### src/rtl/pcie_feeder_pkg.sv
// Shared types and widths for the main-FIFO feeder.
// State encoding, default data width and counter widths.
package pcie_feeder_pkg;

  localparam int DATA_W_DEF  = 6;
  localparam int STATE_W     = 3;
  localparam int PUSH_CNT_W  = 8;
  localparam int PAUSE_CNT_W = 8;

  typedef enum logic [STATE_W-1:0] {
    S_RESET  = 3'd0,
    S_INIT   = 3'd1,
    S_IDLE   = 3'd2,
    S_ACTIVE = 3'd3,
    S_PAUSED = 3'd4,
    S_ERROR  = 3'd5
  } state_e;

endpackage

### src/rtl/feeder_fifo.sv
// Skid buffer between the source and the main FIFO.
// Registered read side only: a written word is never visible same cycle.
module feeder_fifo
  import pcie_feeder_pkg::*;
#(
  parameter int DATA_W = DATA_W_DEF,
  parameter int DEPTH  = 4
) (
  input  logic              clk_i,
  input  logic              rst_i,
  input  logic              flush_i,
  input  logic              wr_i,
  input  logic [DATA_W-1:0] wdata_i,
  input  logic              rd_i,
  output logic [DATA_W-1:0] rdata_o,
  output logic              full_o,
  output logic              empty_o
);

  localparam int AW = $clog2(DEPTH);
  localparam logic [AW:0] FULL_CNT = (AW+1)'(DEPTH);

  if (DEPTH < 2 || (DEPTH & (DEPTH - 1)) != 0) begin : g_bad_depth
    $error("feeder_fifo: DEPTH must be a power of two >= 2");
  end

  logic [DATA_W-1:0] mem_q [DEPTH];
  logic [AW-1:0]     wr_ptr_q;
  logic [AW-1:0]     rd_ptr_q;
  logic [AW:0]       cnt_q;
  logic [AW:0]       cnt_d;
  logic              wr_ok;
  logic              rd_ok;

  assign full_o  = (cnt_q == FULL_CNT);
  assign empty_o = (cnt_q == '0);
  assign wr_ok   = wr_i && !full_o;
  assign rd_ok   = rd_i && !empty_o;
  assign rdata_o = empty_o ? '0 : mem_q[rd_ptr_q];

  // Occupancy follows the net effect of this cycle's write and read.
  always_comb begin
    cnt_d = cnt_q;
    unique case ({wr_ok, rd_ok})
      2'b10:   cnt_d = cnt_q + 1'b1;
      2'b01:   cnt_d = cnt_q - 1'b1;
      default: cnt_d = cnt_q;
    endcase
  end

  // Pointers wrap naturally at DEPTH; flush empties without a reset.
  always_ff @(posedge clk_i) begin
    if (rst_i || flush_i) begin
      wr_ptr_q <= '0;
      rd_ptr_q <= '0;
      cnt_q    <= '0;
    end else begin
      if (wr_ok) wr_ptr_q <= wr_ptr_q + 1'b1;
      if (rd_ok) rd_ptr_q <= rd_ptr_q + 1'b1;
      cnt_q <= cnt_d;
    end
  end

  // Storage array is not reset; empty masks stale contents.
  always_ff @(posedge clk_i) begin
    if (wr_ok) mem_q[wr_ptr_q] <= wdata_i;
  end

endmodule

### src/rtl/mf_feeder.sv
// Feeds buffered words into the main FIFO, honouring its pause.
// A pause held too long with data pending latches an error.
module mf_feeder
  import pcie_feeder_pkg::*;
#(
  parameter int DATA_W        = DATA_W_DEF,
  parameter int DEPTH         = 4,
  parameter int PAUSE_TIMEOUT = 16
) (
  input  logic                  clk,
  input  logic                  reset,
  input  logic                  init,
  input  logic                  in_valid,
  input  logic [DATA_W-1:0]     in_data,
  output logic                  in_ready,
  input  logic                  Pausa_MF,
  output logic                  push,
  output logic [DATA_W-1:0]     data_in_principal,
  output logic                  active_out,
  output logic                  idle_out,
  output logic                  error_out,
  output logic [PUSH_CNT_W-1:0] pushed_cnt
);

  localparam logic [PAUSE_CNT_W-1:0] PT =
    PAUSE_CNT_W'(PAUSE_TIMEOUT);

  state_e                  state_q;
  state_e                  state_d;
  logic [PAUSE_CNT_W-1:0]  pause_q;
  logic [PAUSE_CNT_W-1:0]  pause_d;
  logic [PAUSE_CNT_W-1:0]  pause_inc;
  logic [PUSH_CNT_W-1:0]   pcnt_q;
  logic [PUSH_CNT_W-1:0]   pcnt_d;
  logic                    active_q;
  logic                    idle_q;
  logic                    error_q;
  logic                    full;
  logic                    empty;
  logic                    wr_en;

  assign in_ready = !full &&
    (state_q inside {S_IDLE, S_ACTIVE, S_PAUSED});
  assign wr_en    = in_valid && in_ready;
  // init also blocks push so a flush never leaks a word.
  assign push     = (state_q == S_ACTIVE) && !empty &&
                    !Pausa_MF && !init;

  assign active_out = active_q;
  assign idle_out   = idle_q;
  assign error_out  = error_q;
  assign pushed_cnt = pcnt_q;

  feeder_fifo #(
    .DATA_W (DATA_W),
    .DEPTH  (DEPTH)
  ) u_fifo (
    .clk_i   (clk),
    .rst_i   (reset),
    .flush_i (init),
    .wr_i    (wr_en),
    .wdata_i (in_data),
    .rd_i    (push),
    .rdata_o (data_in_principal),
    .full_o  (full),
    .empty_o (empty)
  );

  // Saturating pause count; only carried while staying in PAUSED.
  always_comb begin
    pause_inc = (pause_q == PT) ? PT : pause_q + 1'b1;
    pause_d   = '0;
    if (state_q == S_PAUSED && state_d == S_PAUSED)
      pause_d = pause_inc;
  end

  // Next-state decode; init overrides everything except RESET.
  always_comb begin
    state_d = state_q;
    unique case (state_q)
      S_RESET:  state_d = S_INIT;
      S_INIT:   if (!init) state_d = S_IDLE;
      S_IDLE:   if (!empty) state_d = S_ACTIVE;
      S_ACTIVE: begin
        if (empty)         state_d = S_IDLE;
        else if (Pausa_MF) state_d = S_PAUSED;
      end
      S_PAUSED: begin
        if (!Pausa_MF)         state_d = S_ACTIVE;
        else if (pause_inc == PT) state_d = S_ERROR;
      end
      S_ERROR:  state_d = S_ERROR;
      default:  state_d = S_RESET;
    endcase
    if (state_q != S_RESET && init) state_d = S_INIT;
  end

  // Push counter wraps at its width and clears in INIT.
  always_comb begin
    pcnt_d = pcnt_q;
    if (state_q == S_INIT) pcnt_d = '0;
    else if (push)         pcnt_d = pcnt_q + 1'b1;
  end

  // State, counters and registered flags advance together.
  always_ff @(posedge clk) begin
    if (reset) begin
      state_q  <= S_RESET;
      pause_q  <= '0;
      pcnt_q   <= '0;
      active_q <= 1'b0;
      idle_q   <= 1'b0;
      error_q  <= 1'b0;
    end else begin
      state_q  <= state_d;
      pause_q  <= pause_d;
      pcnt_q   <= pcnt_d;
      active_q <= (state_d == S_ACTIVE) ||
                  (state_d == S_PAUSED);
      idle_q   <= (state_d == S_IDLE);
      error_q  <= (state_d == S_ERROR);
    end
  end

endmodule

### config.mk
export PLATFORM = sky130hd
export DESIGN_NAME = mf_feeder
export DESIGN_NICKNAME = d
export VERILOG_FILES = /design/src/rtl/pcie_feeder_pkg.sv /design/src/rtl/feeder_fifo.sv /design/src/rtl/mf_feeder.sv
export SDC_FILE = /design/constraint.sdc
export NUM_CORES = 1
export LEC_CHECK = 0
export CAP_MARGIN = 25
export CORE_MARGIN = 2
export CORE_UTILIZATION = 35
export CTS_BUF_LIST = sky130_fd_sc_hd__clkbuf_2 sky130_fd_sc_hd__clkbuf_4 sky130_fd_sc_hd__clkbuf_8
export CTS_CLUSTER_DIAMETER = 200
export DETAILED_ROUTE_END_ITERATION = 10
export MAX_ROUTING_LAYER = met4
export SLEW_MARGIN = 40
export SYNTH_ARGS = -nofsm -noshare
export SYNTH_HDL_FRONTEND = slang
export SYNTH_SLANG_ARGS = --single-unit
### constraint.sdc
create_clock -name clk -period 6.2 [get_ports clk]
set_clock_uncertainty 0.05 [all_clocks]
set_input_delay 0.62 -clock clk [delete_from_list [all_inputs] [get_ports clk]]
set_output_delay 0.62 -clock clk [all_outputs]
set_load 0.05 [all_outputs]
# [After elaboration in Yosys (flattened, before gate mapping)]
# Memory sizes are Yosys's and may differ from the RTL's. A register that Yosys moved wholly into a read port is not among the register bits.
# Cells that the tools add are included.
[totals] ramBits=24 elab_cells=68 mem_count=1 inputBits=11 register_bits=29 out_inout_bits=19
[classes] n_eq_ne=14 add_sub_neg=6 n_bitwise=1 reduce_logical=22 muxes=15
[mem_list] name="u_fifo.mem_q" words=4 word_bits=6 read_ports=1 rd_ports_with_merged_regs=1 write_ports=1 line_no="feeder_fifo.sv:27" text="logic [DATA_W-1:0] mem_q [DEPTH];"
[op_table] op="$mux W3" count=7
[op_table] op="$pmux W3 S6" count=1
[op_table] op="$add A8 B1 Y8 const B" count=2
[op_table] op="$eq A8 B5 Y1 const B" count=2
[op_table] op="$eq A3 B3 Y1 const B" count=5
[op_table] op="$eq A3 B2 Y1 const B" count=4
[op_table] op="$logic_and A1 B1 Y1" count=9
[op_table] op="$mux W8" count=1
[op_table] op="$logic_not A3 Y1" count=2
[op_table] op="$mux W6" count=1
[op_table] op="$pmux W3 S2" count=1
[op_table] op="$reduce_bool A3 Y1" count=2
[op_table] op="$add A2 B1 Y2 const B" count=2
[op_table] op="$logic_not A1 Y1" count=4
[op_table] op="$mux W2" count=2
[op_table] op="$reduce_or A2 Y1" count=2
[op_table] op="$add A3 B1 Y3 const B" count=1
[op_table] op="$eq A3 B1 Y1 const B" count=1
[op_table] op="$sub A3 B1 Y3 const B" count=1
[op_table] op="$eq A2 B1 Y1 const B" count=1
[op_table] op="$eq A2 B2 Y1 const B" count=1
[op_table] op="$logic_or A1 B1 Y1" count=2
[op_table] op="$mux W1" count=2
[op_table] op="$reduce_bool A2 Y1" count=1
[op_table] op="$not A1 Y1" count=1

# [Logic depth before layout (Yosys ltp)]
[depth] ltp_word=11 depth_mapped=11 ltp_nobuf=10

# [Modules after synthesis]
# From an unflattened synthesis, not the netlist that was laid out.
[unflattened] cells_unflattened=217 hier_area_um2=2466.1
[by_module_without_submodules] module="feeder_fifo" cells_each=95 seq_area_each_um2=900.9 n_inst=1 area_per_inst_um2=1388.8
[by_module_without_submodules] module="mf_feeder" cells_each=122 seq_area_each_um2=440.4 n_inst=1 area_per_inst_um2=1077.3

# [Worst setup path after synthesis]
# OpenSTA, ideal clock, no wires.
[synth_timing] path_type="register to register" start="reg state_q[2]" end="reg u_fifo.cnt_q[2]" setup_time_ns=0.070 arrival_time_ns=3.022 path_buffers=1 period_less_slack_ns=3.142 slack_ns=3.058 stages_incl_launch_ff=12 required_time_ns=6.080 cell_sequence="dfxtp_1 > buf_2 > or3b_1 > a32oi_1 > and2_1 > inv_1 > ha_1 > inv_1 > fa_1 > xor2_1 > or3_1 > a21oi_1"
[synth_between] elab_chain_len=7 word_cells_on_any_way=15 classes_between="5 x eq/ne; 1 x mux; 9 x reduce/logical"
[synth_rtl] element="start: declaration" line_no="mf_feeder.sv:28" text="state_e state_q;"
[synth_rtl] element="start signal: assignment" line_no="mf_feeder.sv:115" text="state_q <= state_d;"
[synth_rtl] element="$eq A3 B2 Y1 / $eq A3 B3 Y1 (equally long branches)" line_no="mf_feeder.sv:43" text="(state_q inside {S_IDLE, S_ACTIVE, S_PAUSED});"
[synth_rtl] element="$reduce_bool A3 Y1 *" line_no="mf_feeder.sv:43"
[synth_rtl] element="$logic_and A1 B1 Y1 *" line_no="mf_feeder.sv:42" text="assign in_ready = !full &&"
[synth_rtl] element="named net in_ready" line_no="mf_feeder.sv:15" text="output logic in_ready,"
[synth_rtl] element="$logic_and A1 B1 Y1 *" line_no="mf_feeder.sv:44" text="assign wr_en = in_valid && in_ready;"
[synth_rtl] element="$logic_and A1 B1 Y1 *" line_no="feeder_fifo.sv:37" text="assign wr_ok = wr_i && !full_o;"
[synth_rtl] element="$eq A2 B1 Y1 / $eq A2 B2 Y1 (equally long branches)" line_no="feeder_fifo.sv:44" text="unique case ({wr_ok, rd_ok})"
[synth_rtl] element="$pmux W3 S2 / $reduce_bool A2 Y1 (equally long branches)"
[synth_rtl] element="end signal: assignment" line_no="feeder_fifo.sv:60" text="cnt_q <= cnt_d;"
[synth_rtl] element="end: declaration" line_no="feeder_fifo.sv:30" text="logic [AW:0] cnt_q;"
# The timed path passes the listed nets; every way through them passes the cells marked *.
# A chain may end at the register's enable or synchronous reset.

# [Final worst setup path]
[layout_timing] start="reg state_q[2]" end="out in_ready"
[layout_between] elab_chain_len=3 word_cells_on_any_way=5 classes_between="3 x eq/ne; 2 x reduce/logical"
[layout_rtl] element="$eq A3 B2 Y1 / $eq A3 B3 Y1 (equally long branches)" line_no="mf_feeder.sv:43"
[layout_rtl] element="$reduce_bool A3 Y1 *" line_no="mf_feeder.sv:43"
[layout_rtl] element="$logic_and A1 B1 Y1 *" line_no="mf_feeder.sv:42"
[layout_rtl] element="end: declaration" line_no="mf_feeder.sv:15"
# Every way passes the cells marked *; elsewhere a longest branch is shown, timed or not.

==> metrics.md <==
| Metric | Value |
|---|---|
| Total power | 622.6 µW |
| Min-Delay Path Class | reg -> reg |
| Vias in the first global route | 1,638 |
| First-pass GRT wire length | 7465 µm |
| Share of layout cells above drive strength 1 | 0.08494 |
| Ranking of synthesized cells by area | edfxtp_1 (28%), dfxtp_1 (24%), mux4_2 (5.3%) |
| Num ports | 30 |
| PD cells | 204.6 nW/µm² |
| Via density | 4.774 |
| Initial antenna violation count | 0 |
| Sequential element share of the synthesized area | 0.5250 |
| Antenna Diode Count | 0 |
| Crit path kind | reg -> out |
| Post-synthesis cell count | 229 |
| Detailed Route Iter0 Violations | 58 |
| Setup Fix Bufs, Post-CTS | 0 |
| CTS H-tree depth | 2 |
| Final ANT Viol Nets | 0 |
| Worst Setup End Kind | output pin |
| HPWL Detailed | 3207 µm |
| Period utilization | 0.5262 |
| CORE AREA | 7176 µm² |
| Mean Syn Cell Area | 11.16 µm² |
| Gpl congestion | 0.8421 |
| Max Cap Viol | 0 |
| Syn nets | 249 |
| Sw frac | 0.2331 |
| Sequential fraction of design power | 0.617 |
| Clk pwr share | 0.323 |
| Finished Layout Cells | 358 |
| Endpoints failing setup | 0 |
| Yosys top cell by area | edfxtp_1 |
| DP Worst Slack | 3.125 ns |
| Crit path DAT | 2.59 ns |
| Die area | 8000 µm² |
| CTS Buffer Depth | 2 |
| Gr usage total | 0.1266 |
| Count of pins over their slew limit | 0 |
| DR vias | 1,709 |
| Total CTS buffers | 5 |
| Switching power | 145.1 µW |
| Combinational Power Share | 0.060 |
| TritonCTS clock tree | done |
| Slew Limit Headroom | 0.6028 |
| Worst Setup Slack, final | 2.937 ns |
| Status | finished, final reports clean |
| Die Y | 89.44 µm |
| Final TNS setup | 0 ns |
| Slew @ Worst Pin | 0.5946 ns |
| Leakage | 0.0009989 µW |
| Area share of the largest cell type after synthesis | 0.2821 |
| Fin nets | 278 |
| Main flop type after synthesis | dfxtp_1 |
| Unrepaired setup endpoints after global routing | false |
| Post-synth cell types | 46 |
| Power Internal | 477.5 µW |
| CTS sink cnt | 55 |
| Flops & latches, synth | 55 |
| Area growth, synth to finish | 19.10% |
| Clock transition at path regs | 0.10 ns |
| Placement Rows | 31 |
| Resize count post-CTS | 0 |
| Hold slack | 0.4639 ns |
| # port buffers | 29 |
| Synth warnings | 0 |
| Detailed-route wire length per cell | 12.59 µm |
| Residual DRC | 0 |
| Number of synthesized flops with an enable pin | 24 |
| Cts hold-fix bufs | 0 |
| Final hold violation count | 0 |
| Post-Synthesis Cell Area | 2555 µm² |
| Req. time, crit path | 5.53 ns |
| TritonRoute pass-1 iters | 4 |
| Clock latency at the later pin of the worst-skew pair | 0.31 ns |
| Starting Density | 0.3561 |
| Post-synth ARST share | 0 |
| WL final | 4506 µm |
| Clock Tree Root | clkbuf_8 |
| Placed cell count | 350 |
| Setup crit start kind | flop |
| Gr ovfl total | 0 |
| Minimum clock period | 3.263 ns |
| Die width | 89.44 µm |
| Maximum VDD drop | 0.07945 mV |
| Fmax | 306.5 MHz |
| Highest net fanout along the worst path | 12 |
| Largest net degree at the start of global routing | 19 |
-- cells by family after synthesis --
| logic type | synth area share |
|---|---|
| buffers and inverters | 0.03428 |
| AOI/OAI and AO/OA | 0.07983 |
| adders and majority gates | 0.04701 |
| and+or+nand+nor | 0.1920 |
| DFF | 0.5250 |
| xor gates and xnor gates | 0.06513 |
| muxes | 0.05681 |
-- final timing paths --
check / end / slack, ns / startpoint / cells past startpoint
worst max register to register: u_fifo.cnt_q[2] / 3.39 / state_q[2] / 10
worst max-delay path: in_ready / 2.94 / state_q[2] / 3
worst min-delay path: u_fifo.wr_ptr_q[1] / 0.46 / u_fifo.wr_ptr_q[1] / 2
worst min register to register: u_fifo.wr_ptr_q[1] / 0.46 / u_fifo.wr_ptr_q[1] / 2
-- placed cells by master (no fill, tap or decap), drive strengths merged, types with 2 or more instances in the layout --
| cell | count |
|---|---|
| a211o | 2 |
| a21oi | 6 |
| a32oi | 2 |
| and2 | 3 |
| and3 | 6 |
| and4 | 2 |
| buf | 2 |
| clkbuf | 5 |
| clkdlybuf4s50 | 29 |
| clkinv | 2 |
| dfxtp | 31 |
| edfxtp | 24 |
| ha | 8 |
| inv | 11 |
| mux4 | 6 |
| nand2 | 9 |
| nand2b | 7 |
| nand3 | 5 |
| nand4 | 8 |
| nor2 | 29 |
| nor2b | 10 |
| nor3 | 4 |
| nor4 | 3 |
| o21ai | 2 |
| o21ba | 2 |
| o21bai | 2 |
| or3 | 2 |
| xnor2 | 5 |
| xor2 | 14 |
-- registers in the layout (all words and copies together), names as in the netlist, named ones only --
| register | count |
|---|---|
| u_fifo.wr_ptr_q | 2 |
| idle_out | 1 |
| u_fifo.cnt_q | 3 |
| u_fifo.rd_ptr_q | 2 |
| error_out | 1 |
| pushed_cnt | 8 |
| active_out | 1 |
| state_q | 3 |
| u_fifo.mem_q | 24 |
| pause_q | 8 |
-- cell type report --
class / instances / area, µm²
inverters: 11 / 41.29
fillers: 684 / 4133
well taps: 99 / 123.9
repair buffers: 31 / 305.3
clock inverters: 3 / 25.02
clock buffers: 5 / 68.82
multi-input cells: 154 / 1137
flip-flops and latches: 55 / 1341
-- Yosys cell counts, drive strengths merged, types with 3 or more instances --
cell type	number
nor2	29
nand2	9
nand2b	7
and2	3
mux4	6
nand3	5
nor3	4
inv	11
ha	8
buf	5
xnor2	5
nor4	3
dfxtp	31
nor2b	10
nand4	8
and3	6
a21oi	6
clkbuf	4
edfxtp	24
xor2	14
-- layer usage --
| layer | GRT usage | part of all wire |
|---|---|---|
| met2 | 0.2020 | 0.48 |
| met4 | 0.04885 | 0.017 |
| met1 | 0.1551 | 0.48 |
| met3 | 0.03047 | 0.019 |
| met5 | - | 0 |
-- stage by stage --
stage                       util  cell area (µm²)
after floorplan                -             2555
after global placement    0.4103             2944
after detailed placement  0.4110             2949
after CTS                 0.4241             3043
after global routing      0.4241             3043
final                     0.4241             3043
-- power groups by stage --
stage	Combinational (µW)	Clock [µW]	Sequential (µW)
floorplan	22.0	0	392
global placement	37.5	0	392
detailed placement	37.7	0	392
CTS	37.9	211	384
global route	41.1	225	385
finish	37.5	201	384
-- critical path: stages (launching register included) --
cell	delay [ns]
dfxtp_1	0.56
or3b_1	0.39
a32oi_1	0.43
clkdlybuf4s50_1	0.91
Note: power is estimated with default switching activity, not from simulation.
